===== config.mk =====
export PLATFORM = sky130hd
export DESIGN_NAME = riscv_mem_delay_queue_flat
export DESIGN_NICKNAME = d
export VERILOG_FILES = /design/src/rtl/riscv_mem_delay_queue_if.sv /design/src/rtl/riscv_mem_delay_queue.sv /design/src/flat_wrapper.sv
export SDC_FILE = /design/constraint.sdc
export NUM_CORES = 1
export LEC_CHECK = 0
export ABC_AREA = 1
export CAP_MARGIN = 20
export CORE_MARGIN = 4
export CORE_UTILIZATION = 60
export DETAILED_ROUTE_END_ITERATION = 7
export PLACE_DENSITY = 0.86
export SYNTH_ARGS = -nofsm -noshare
export SYNTH_HDL_FRONTEND = slang
export SYNTH_SLANG_ARGS = --single-unit
export TNS_END_PERCENT = 10

===== constraint.sdc =====
create_clock -name clk -period 11.6 [get_ports clk]
set_input_delay 1.16 -clock clk [delete_from_list [all_inputs] [get_ports clk]]
set_output_delay 1.16 -clock clk [all_outputs]
set_load 0.02 [all_outputs]

===== src/rtl/riscv_mem_delay_queue_if.sv =====
// rtl/riscv_mem_delay_queue_if.sv - val/rdy/msg request channel; master drives val/msg, slave drives rdy.
interface riscv_mem_delay_queue_if #(
  parameter int p_msg_sz = 67
);
  logic                val;
  logic                rdy;
  logic [p_msg_sz-1:0] msg;

  modport master (output val, output msg, input rdy);
  modport slave  (input val, input msg, output rdy);
endinterface


===== src/rtl/riscv_mem_delay_queue.sv =====
// rtl/riscv_mem_delay_queue.sv - FIFO that holds each request p_latency cycles before offering it.
// Optional RISCV_MEM_DELAY_QUEUE_STATS_EN adds saturating enq/deq/full/backpressure counters.
module riscv_mem_delay_queue #(
  parameter int p_msg_sz  = 67,
  parameter int p_depth   = 4,
  parameter int p_latency = 2
) (
  input  logic                          clk,
  input  logic                          reset,
  riscv_mem_delay_queue_if.slave        in_if,
  riscv_mem_delay_queue_if.master       out_if,
  output logic [$clog2(p_depth):0]      o_occupancy
);
  localparam int PW = $clog2(p_depth);
  localparam int CW = PW + 1;
  localparam int TW = $clog2(p_latency + 1);
  localparam logic [CW-1:0] LP_DEPTH = CW'(p_depth);
  localparam logic [TW-1:0] LP_TLOAD = TW'(p_latency - 1);

  if (p_latency < 1 || p_depth < 2 || (p_depth & (p_depth - 1)) != 0) begin : g_param_err
    $error("riscv_mem_delay_queue: need p_latency >= 1 and p_depth a power of two >= 2");
  end

  logic [p_msg_sz-1:0] r_mem   [p_depth];
  logic [TW-1:0]       r_timer [p_depth];
  logic [p_depth-1:0]  r_valid;
  logic [PW-1:0]       r_head;
  logic [PW-1:0]       r_tail;
  logic [CW-1:0]       r_count;

  logic w_in_rdy;
  logic w_out_val;
  logic w_enq;
  logic w_deq;

  // Full/empty comes from the count so head==tail is never ambiguous.
  assign w_in_rdy  = (r_count < LP_DEPTH);
  assign w_out_val = r_valid[r_head] && (r_timer[r_head] == '0);
  assign w_enq     = in_if.val && w_in_rdy;
  assign w_deq     = w_out_val && out_if.rdy;

  assign in_if.rdy   = w_in_rdy;
  assign out_if.val  = w_out_val;
  assign out_if.msg  = w_out_val ? r_mem[r_head] : '0;
  assign o_occupancy = r_count;

  always_ff @(posedge clk) begin
    if (w_enq) begin
      r_mem[r_tail] <= in_if.msg;
    end
  end

  always_ff @(posedge clk) begin
    if (!reset) begin
      r_head  <= '0;
      r_tail  <= '0;
      r_count <= '0;
      r_valid <= '0;
      for (int i = 0; i < p_depth; i++) begin
        r_timer[i] <= '0;
      end
    end else begin
      // Every entry ages on its own, regardless of head position or out_rdy.
      for (int i = 0; i < p_depth; i++) begin
        if (r_valid[i] && r_timer[i] != '0) begin
          r_timer[i] <= r_timer[i] - 1'b1;
        end
      end
      if (w_enq) begin
        r_timer[r_tail] <= LP_TLOAD;
        r_valid[r_tail] <= 1'b1;
        r_tail          <= r_tail + 1'b1;
      end
      if (w_deq) begin
        r_valid[r_head] <= 1'b0;
        r_head          <= r_head + 1'b1;
      end
      if (w_enq && !w_deq) begin
        r_count <= r_count + 1'b1;
      end else if (!w_enq && w_deq) begin
        r_count <= r_count - 1'b1;
      end
    end
  end

`ifdef RISCV_MEM_DELAY_QUEUE_STATS_EN
  logic [31:0] num_enq;
  logic [31:0] num_deq;
  logic [31:0] num_full_cycles;
  logic [31:0] num_bp_cycles;

  always_ff @(posedge clk) begin
    if (!reset) begin
      num_enq         <= '0;
      num_deq         <= '0;
      num_full_cycles <= '0;
      num_bp_cycles   <= '0;
    end else begin
      if (w_enq && num_enq != '1) begin
        num_enq <= num_enq + 1'b1;
      end
      if (w_deq && num_deq != '1) begin
        num_deq <= num_deq + 1'b1;
      end
      if (in_if.val && !w_in_rdy && num_full_cycles != '1) begin
        num_full_cycles <= num_full_cycles + 1'b1;
      end
      if (w_out_val && !out_if.rdy && num_bp_cycles != '1) begin
        num_bp_cycles <= num_bp_cycles + 1'b1;
      end
    end
  end
`else
`endif
endmodule


===== src/flat_wrapper.sv =====
// flat-port wrapper written by rule: the top's interface ports become plain ports
module riscv_mem_delay_queue_flat 
#(
  parameter int p_msg_sz  = 67,
  parameter int p_depth   = 4,
  parameter int p_latency = 2
)
  (clk, reset, o_occupancy, in_if_val, in_if_msg, in_if_rdy, out_if_val, out_if_msg, out_if_rdy);
  riscv_mem_delay_queue_if #(.p_msg_sz(p_msg_sz)) in_if_i ();
  riscv_mem_delay_queue_if #(.p_msg_sz(p_msg_sz)) out_if_i ();
  input  logic clk;
  input  logic reset;
  output logic [$clog2(p_depth):0] o_occupancy;
  input wire logic [$bits(in_if_i.val)-1:0] in_if_val;
  input wire logic [$bits(in_if_i.msg)-1:0] in_if_msg;
  output wire logic [$bits(in_if_i.rdy)-1:0] in_if_rdy;
  output wire logic [$bits(out_if_i.val)-1:0] out_if_val;
  output wire logic [$bits(out_if_i.msg)-1:0] out_if_msg;
  input wire logic [$bits(out_if_i.rdy)-1:0] out_if_rdy;
  assign in_if_i.val = in_if_val;
  assign in_if_i.msg = in_if_msg;
  assign in_if_rdy = in_if_i.rdy;
  assign out_if_val = out_if_i.val;
  assign out_if_msg = out_if_i.msg;
  assign out_if_i.rdy = out_if_rdy;
  riscv_mem_delay_queue #(.p_msg_sz(p_msg_sz), .p_depth(p_depth), .p_latency(p_latency)) u_core (.clk(clk), .reset(reset), .in_if(in_if_i), .out_if(out_if_i), .o_occupancy(o_occupancy));
endmodule

Word-level counts from Yosys, hierarchy flattened
Memory sizes are Yosys's and may differ from the RTL's. A register that Yosys moved wholly into a read port is not among the register bits.
Cells that the tools add are included.
Word-level totals
  memory bits (writable): 276
  flip-flop bits (word level): 11
  input bits: 71
  logic and storage cells: 82
  memories: 2
  memory bits (read-only): 0
  latch bits: 0
Cells by class
  multiplexer cells: 37
  bitwise operators: 7
  reduce and logical (&&, ||, !) cells: 19
  magnitude comparators: 5
  multipliers: 0
  add/sub/neg operators: 8
  shift-type cells: 0
  div/mod/pow operators: 0
  eq/ne operators: 0
Memories
  u_core.r_mem: words 4, width 67, read ports 1, clocked after Yosys merged registers in 1, wr ports 1, RTL line riscv_mem_delay_queue.sv:24  | logic [p_msg_sz-1:0] r_mem [p_depth];
  u_core.r_timer: words 4, width 2, read ports 5, clocked after Yosys merged registers in 1, wr ports 5, RTL line riscv_mem_delay_queue.sv:25  | logic [TW-1:0] r_timer [p_depth];
Operators by type and width (number)
  $mux 67: 1
  $mux 1: 20
  $mux 2: 8
  $mux 4: 3
  $logic_and 1x1->1: 11
  $reduce_bool 2->1: 5
  $sub 2x1->2 const B: 4
  $lt 2x3->1 const B: 2
  $mux 3: 2
  $add 2x1->2 const B: 2
  $and 4x4->4: 1
  $demux 1 s2: 2
  $ge 2x1->1 const B: 2
  $not 4->4: 1
  $or 1x1->1: 4
  $or 4x4->4: 1
  $add 3x1->3 const B: 1
  $lt 3x3->1 const B: 1
  $sub 3x1->3 const B: 1
  $bmux 1 s2: 1
  $logic_not 1->1: 2
  $logic_not 2->1: 1

Depth between registers and ports, before layout
Gate-level depths: netlist (run 1).
  depth in word-level cells: 9
  gate-level depth with buffers: 12
  depth with buffers taken out: 12

Least setup slack after synthesis (run 1)
No wires, ideal clock.
  path type: input to register
  start: input in_if_val
  end: register u_core.r_valid[0]
  required time: 11519 ps
  buffers on the path: 0
  cell stages on the path: 4
  setup slack: 6905 ps
  setup time: 81 ps
  data arrival time: 4614 ps
  cell sequence: nand2_1 -> nor2_1 -> o21ai_0 -> a21oi_1
Between the ends
  longest elaborated chain between the ends: 5
RTL lines
  start: declaration: RTL line flat_wrapper.sv:14  | input wire logic [$bits(in_if_i.val)-1:0] in_if_val;
  $logic_and 1x1->1 *: RTL line riscv_mem_delay_queue.sv:39  | assign w_enq = in_if.val && w_in_rdy;
  $mux 4 *: RTL line riscv_mem_delay_queue.sv:69  | if (w_enq) begin
  $mux 4 *: RTL line riscv_mem_delay_queue.sv:54  | if (!reset) begin
  $and 4x4->4 (no source line)
  $mux 4 *: RTL line riscv_mem_delay_queue.sv:74  | if (w_deq) begin
  end signal: assignment: RTL line riscv_mem_delay_queue.sv:58  | r_valid <= '0;
  end signal: indexed assignment: RTL line riscv_mem_delay_queue.sv:71  | r_valid[r_tail] <= 1'b1;
  end signal: indexed assignment: RTL line riscv_mem_delay_queue.sv:75  | r_valid[r_head] <= 1'b0;
  end: declaration: RTL line riscv_mem_delay_queue.sv:26  | logic [p_depth-1:0] r_valid;
Every way passes the cells marked *; elsewhere a longest branch is shown, timed or not. The select of a mux whose other input is x is not followed.
A chain may end at the register's enable or synchronous reset.

==> flow_metrics.env, run 1 <==
export IMPL_outcome="finished clean"
export IMPL_final_area_um2=14130
export IMPL_whs_ns=0.5007
export IMPL_hpwlAfterDp_um=14170
export IMPL_vias=7527
export IMPL_powerDensity_nw_per_um2=227.7
export IMPL_clk_pin_slew_ns=0.06
export IMPL_grt_max_degree=82
export IMPL_yosysUniqueCellTypes=29
export IMPL_slew_violations=0
export IMPL_crit_required_ns=10.44
export IMPL_finalHoldViolCount=0
export IMPL_syn_num_nets=1026
export IMPL_cts_sinks=289
export IMPL_cp_max_fo=81
export IMPL_critPathLaunchType="flop"
export IMPL_wire_per_inst_um=18.69
export IMPL_relSlewSlack_pct=29.50
export IMPL_rows=50
export IMPL_die_h_um=147.2
export IMPL_synth_area_per_cell_um2=12.35
export IMPL_clockBufferDepth=3
export IMPL_io_pins=143
export IMPL_worst_pin_slew_ns=1.055
export IMPL_cts_setup_buffers=0
export IMPL_drive_gt1_share_pct=8.608
export IMPL_finalCritPeriodShare_pct=48.44
export IMPL_dpl_cell_area_um2=13190
export IMPL_setup_tns_ns=0
export IMPL_grt_overflow_total=0
export IMPL_ir_worst_vdd_mv=0.1341
export IMPL_cts_root_buf="clkbuf_16"
export IMPL_design_die_area_um2=21660
export IMPL_grt_pass1_wl_um=39860
export IMPL_areaGrowthSynthToFinish_pct=21.62
export IMPL_worstSetupEndpointType="output port"
export IMPL_wl_um=25270
export IMPL_insertion_delay_ns=0.53
export IMPL_ys_seq_area_share_pct=72.87
export IMPL_finalWorstPathRequiredPeriod_ns=5.619
export IMPL_maxCapViolations=0
export IMPL_rsz0062_at_grt="false"
export IMPL_leakage_nw=4.785
export IMPL_cp_arrival_ns=4.46
export IMPL_drt_pass1_iter_count=5
export IMPL_antenna_cells=0
export IMPL_antenna_found_initial=0
export IMPL_portBuffers=142
export IMPL_mostFrequentLayoutCells="278 x nor2_1, 268 x edfxtp_1, 147 x o21ai_0, 142 x clkdlybuf4s50_1, 46 x a21oi_1"
export IMPL_min_delay_path_class="reg -> reg"
export IMPL_cts_tree="built"
export IMPL_htreeDepth=1
export IMPL_cts_hold_buf=0
export IMPL_fmax_ghz=0.1780
export IMPL_ys_seq_elements=289
export IMPL_cts_buffers=28
export IMPL_post_cts_resized=0
export IMPL_syn_inst=941
export IMPL_critical_path_class="reg -> out"
export IMPL_syn_cell_area_um2=11620
export IMPL_drt_iter0_drc=694
export IMPL_fin_nets=1155
export IMPL_skew_ns=0.007000
export IMPL_grt_usage_pct=23.00
export IMPL_avgViaCountPerCell=5.567
export IMPL_yosysWarnings=0
export IMPL_gp_congestion=0.7748
export IMPL_finalSetupViolCount=0
export IMPL_die_w_um=147.2
export IMPL_antenna_left=0
export IMPL_drc_errors=0
export IMPL_core_area_um2=18890
export IMPL_grt_pass1_vias=7758
export IMPL_mostFrequentLayoutCell="nor2_1"
export IMPL_start_util_pct=61.51
-- worst max-delay path, stage by stage (launching register included) --
cell,delay (ns)
dfxtp_4,0.77
clkinv_2,0.75
buf_4,0.60
nand3_2,0.17
nand3_2,0.11
nand3_4,0.41
buf_12,0.33
a21oi_1,0.13
clkdlybuf4s50_1,0.57
-- through the flow --
| step | worst slack [ns] | util [%] | cells | total power, mW |
|---|---|---|---|---|
| after global placement | 6.280 | 69.79 | 1298 | 2.309 |
| after CTS | 5.651 | 74.60 | 1350 | 3.231 |
| after global routing | 5.656 | 74.81 | 1352 | 3.378 |
| after detailed placement | 6.226 | 69.79 | 1298 | 2.343 |
| final | 5.981 | 74.81 | 1352 | 3.218 |
| after floorplan | 6.905 | - | 941 | 1.972 |
-- cell usage after synthesis (all sizes together) --
cell	count	area (um^2)
dfxtp	21	420.4
o21ai	149	745.7
nor4	2	12.51
fa	1	20.02
nand4	1	6.260
o221ai	2	17.52
a22oi	2	15.01
nor3	4	20.02
or2	2	12.51
inv	31	116.4
a2bb2oi	2	17.52
clkinv	1	3.750
xor2	1	8.760
ha	13	162.7
nand3	15	95.09
clkbuf	17	63.81
nor2	284	1071
nand2	13	48.80
buf	36	222.7
a21oi	76	493.0
edfxtp	268	8048
-- path summary, 6_finish.rpt --
| kind | start | to | slack (ns) | cells after the start |
|---|---|---|---|---|
| setup / recovery | flop | out_if_msg[64] | 5.98 | 8 |
| hold / removal | u_core.o_occupancy[1] | u_core.o_occupancy[1] | 0.50 | 2 |
| setup reg to reg | flop | u_core.o_occupancy[2] | 7.68 | 12 |
| hold reg to reg | u_core.o_occupancy[1] | u_core.o_occupancy[1] | 0.50 | 2 |
-- report_power, final --
part           total, mW  switching, mW  internal, mW
logic              0.997          0.644         0.353
registers           1.34         0.0604          1.28
clock network      0.885          0.356         0.530
-- logic make-up after synthesis --
family	share of synthesized area (%)
buf+inv	3.499
xor+xnor	0.07538
flops	72.87
simple gates	10.90
compound gates	11.09
fa+ha+maj	1.572
-- layout make-up --
type                    count  area (um^2)
multi-input cells         567         2784
repair buffers            152         1521
fillers                  1180         4760
inverters                  32        121.4
clock inverters            13        135.1
flip-flops and latches    289         8473
well taps                 260        325.3
clock buffers              39        773.2
-- metal layers --
layer	vias to the layer above	wire length, um	part of all wire [%]	global-route usage (%)
li1	3584	-	-	-
met1	3607	10440	41	30.58
met2	295	12530	50	39.47
met3	41	1889	7.5	4.318
met4	0	411	1.6	6.151
met5	-	0	0	0
-- registers in the layout, summed over array words and instances (netlist names), named ones only --
name	cells
u_core.r_mem	268
u_core.r_head	2
u_core.r_tail	2
u_core.r_valid	4
u_core.o_occupancy	3
u_core.r_timer	8
Power figures use the tool's default switching activity.
==> run 2, diff against run 1 <==
CORE_UTILIZATION = 50   (was 60)
PLACE_DENSITY = 0.77   (was 0.86)
clock period = 5 ns   (was 11.6 ns; I/O delays follow)
==> flow_metrics.env, run 2 (synthesis gave the netlist of run 1 again) <==
export IMPL_outcome="finished clean"
export IMPL_clockBufferDepth=3
export IMPL_critical_path_class="reg -> out"
export IMPL_drt_pass1_iter_count=5
export IMPL_die_h_um=160.5
export IMPL_relSlewSlack_pct=36.20
export IMPL_worst_pin_slew_ns=0.9548
export IMPL_clk_pin_slew_ns=0.06
export IMPL_slew_violations=0
export IMPL_worstSetupEndpointType="output port"
export IMPL_cts_buffers=28
export IMPL_largest_reg_flops=268
export IMPL_antenna_cells=0
export IMPL_p_seq_share_pct=42.2
export IMPL_post_cts_resized=0
export IMPL_regMostFlops="u_core.r_mem"
export IMPL_leakage_nw=4.788
export IMPL_switchingPower_mw=2.428
export IMPL_areaGrowthSynthToFinish_pct=22.06
export IMPL_htreeDepth=1
export IMPL_antenna_found_initial=0
export IMPL_totalPowerFinal_mw=7.344
export IMPL_avgViaCountPerCell=5.302
export IMPL_core_area_um2=22780
export IMPL_finalCritPeriodShare_pct=78.40
export IMPL_swShare_pct=33.06
export IMPL_ir_worst_vdd_mv=0.3309
export IMPL_min_delay_path_class="reg -> reg"
export IMPL_crit_required_ns=4.50
export IMPL_combPwrFrac_pct=31.0
export IMPL_cp_arrival_ns=3.42
export IMPL_cts_root_buf="clkbuf_16"
export IMPL_p_clk_share_pct=26.8
export IMPL_critPathLaunchType="flop"
export IMPL_finalHoldViolCount=0
export IMPL_fin_nets=1158
export IMPL_vias=7465
export IMPL_cts_hold_buf=0
export IMPL_multi_input_area_um2=2784
export IMPL_powerDensity_nw_per_um2=517.7
export IMPL_gp_congestion=0.7925
export IMPL_crit_slowest_cell="dfxtp_4"
export IMPL_cts_tree="built"
export IMPL_mostFrequentLayoutCells="278 x nor2_1, 268 x edfxtp_1, 147 x o21ai_0, 142 x clkdlybuf4s50_1, 46 x a21oi_1"
export IMPL_cts_setup_buffers=0
export IMPL_wire_per_inst_um=17.73
export IMPL_globalRouteMet1Util_pct=25.21
export IMPL_rows=55
export IMPL_grt_usage_pct=19.13
export IMPL_grtUsageMet2_pct=33.44
export IMPL_maxCapViolations=0
export IMPL_drc_errors=0
export IMPL_mostFrequentLayoutCell="nor2_1"
export IMPL_cts_sinks=289
export IMPL_seq_area_um2=8473
export IMPL_insertion_delay_ns=0.53
export IMPL_drt_iter0_drc=657
export IMPL_top_usage_layer="met2"
export IMPL_setup_tns_ns=0
export IMPL_die_w_um=160.5
export IMPL_cp_max_fo=58
export IMPL_cp_cell_sequence="clkinv_2 > nand2_1 > nand3_2 > nand3_4 > buf_4 > a21oi_1 > clkdlybuf4s50_1"
export IMPL_grt_overflow_total=0
export IMPL_hold_path_depth=2
export IMPL_ff2ff_path_depth=11
export IMPL_internal_power_mw=4.916
export IMPL_grt_pass1_vias=7587
export IMPL_rsz0062_at_grt="false"
export IMPL_fmax_ghz=0.2551
export IMPL_portBuffers=142
export IMPL_grt_max_degree=81
export IMPL_design_die_area_um2=25750
export IMPL_drive_gt1_share_pct=9.041
export IMPL_finalSetupViolCount=0
export IMPL_whs_ns=0.4949
export IMPL_largestRegisters="u_core.r_mem x268, u_core.r_timer x8, u_core.r_valid x4"
export IMPL_cpPeakStageDelay_ns=0.76
export IMPL_grt_pass1_wl_um=39740
export IMPL_finalWorstPathRequiredPeriod_ns=3.920
export IMPL_hpwlAfterDp_um=14490
export IMPL_skew_ns=0.01172
export IMPL_antenna_left=0
export IMPL_num_fill_cells=1715
export IMPL_wl_um=24960
export IMPL_io_pins=143
export IMPL_start_util_pct=51.02
export IMPL_use_met3_pct=3.387
[run 2: area by class of cell]
type / instances / area share [%]
Clock inverter: 12 / 0.5910
Inverter: 32 / 0.8556
Sequential cell: 289 / 59.73
Timing Repair Buffer: 155 / 10.88
Clock buffer: 40 / 5.548
Tap cell: 313 / 2.761
Multi-Input combinational cell: 567 / 19.63
[run 2: worst paths after layout]
| check | startpoint | to | slack (ns) |
|---|---|---|---|
| worst max register to register | flop | u_core.o_occupancy[2] | 2.38 |
| worst min-delay path | u_core.o_occupancy[1] | u_core.o_occupancy[1] | 0.49 |
| worst min register to register | u_core.o_occupancy[1] | u_core.o_occupancy[1] | 0.49 |
| worst max-delay path | flop | out_if_msg[18] | 1.08 |
[run 2: power by group through the flow]
stage               Combinational [mW]  Sequential [mW]  Clock, mW
finish                            2.27             3.10       1.97
global route                      2.51             3.13       2.11
detailed placement                2.30             3.15          0
global placement                  2.27             3.14          0
CTS                               2.32             3.10       2.00
floorplan                         1.47             3.11          0
[run 2: metrics by stage]
step                      cells  area, um^2  utilization, %  setup slack (ns)
after floorplan             941       11620               -            0.8328
after global placement     1356       13310           58.45             1.645
after detailed placement   1356       13310           58.45             1.542
after CTS                  1408       14180           62.27            0.9714
after global routing       1408       14180           62.27            0.7870
final                      1408       14180           62.27             1.080
[run 2: layer usage]
metal / up-vias / part of all wire, %
li1: 3583 / -
met2: 287 / 50
met3: 30 / 7.0
met1: 3565 / 42
met4: 0 / 1.4
met5: - / 0
[run 2: critical path: cells and delay by family (launching register included)]
kind,cells,cell delay (ns)
buffers and inverters,3,1.34
AND/OR/NAND/NOR,3,0.61
AO/OA/AOI/OAI,1,0.10
flip-flops,1,0.76
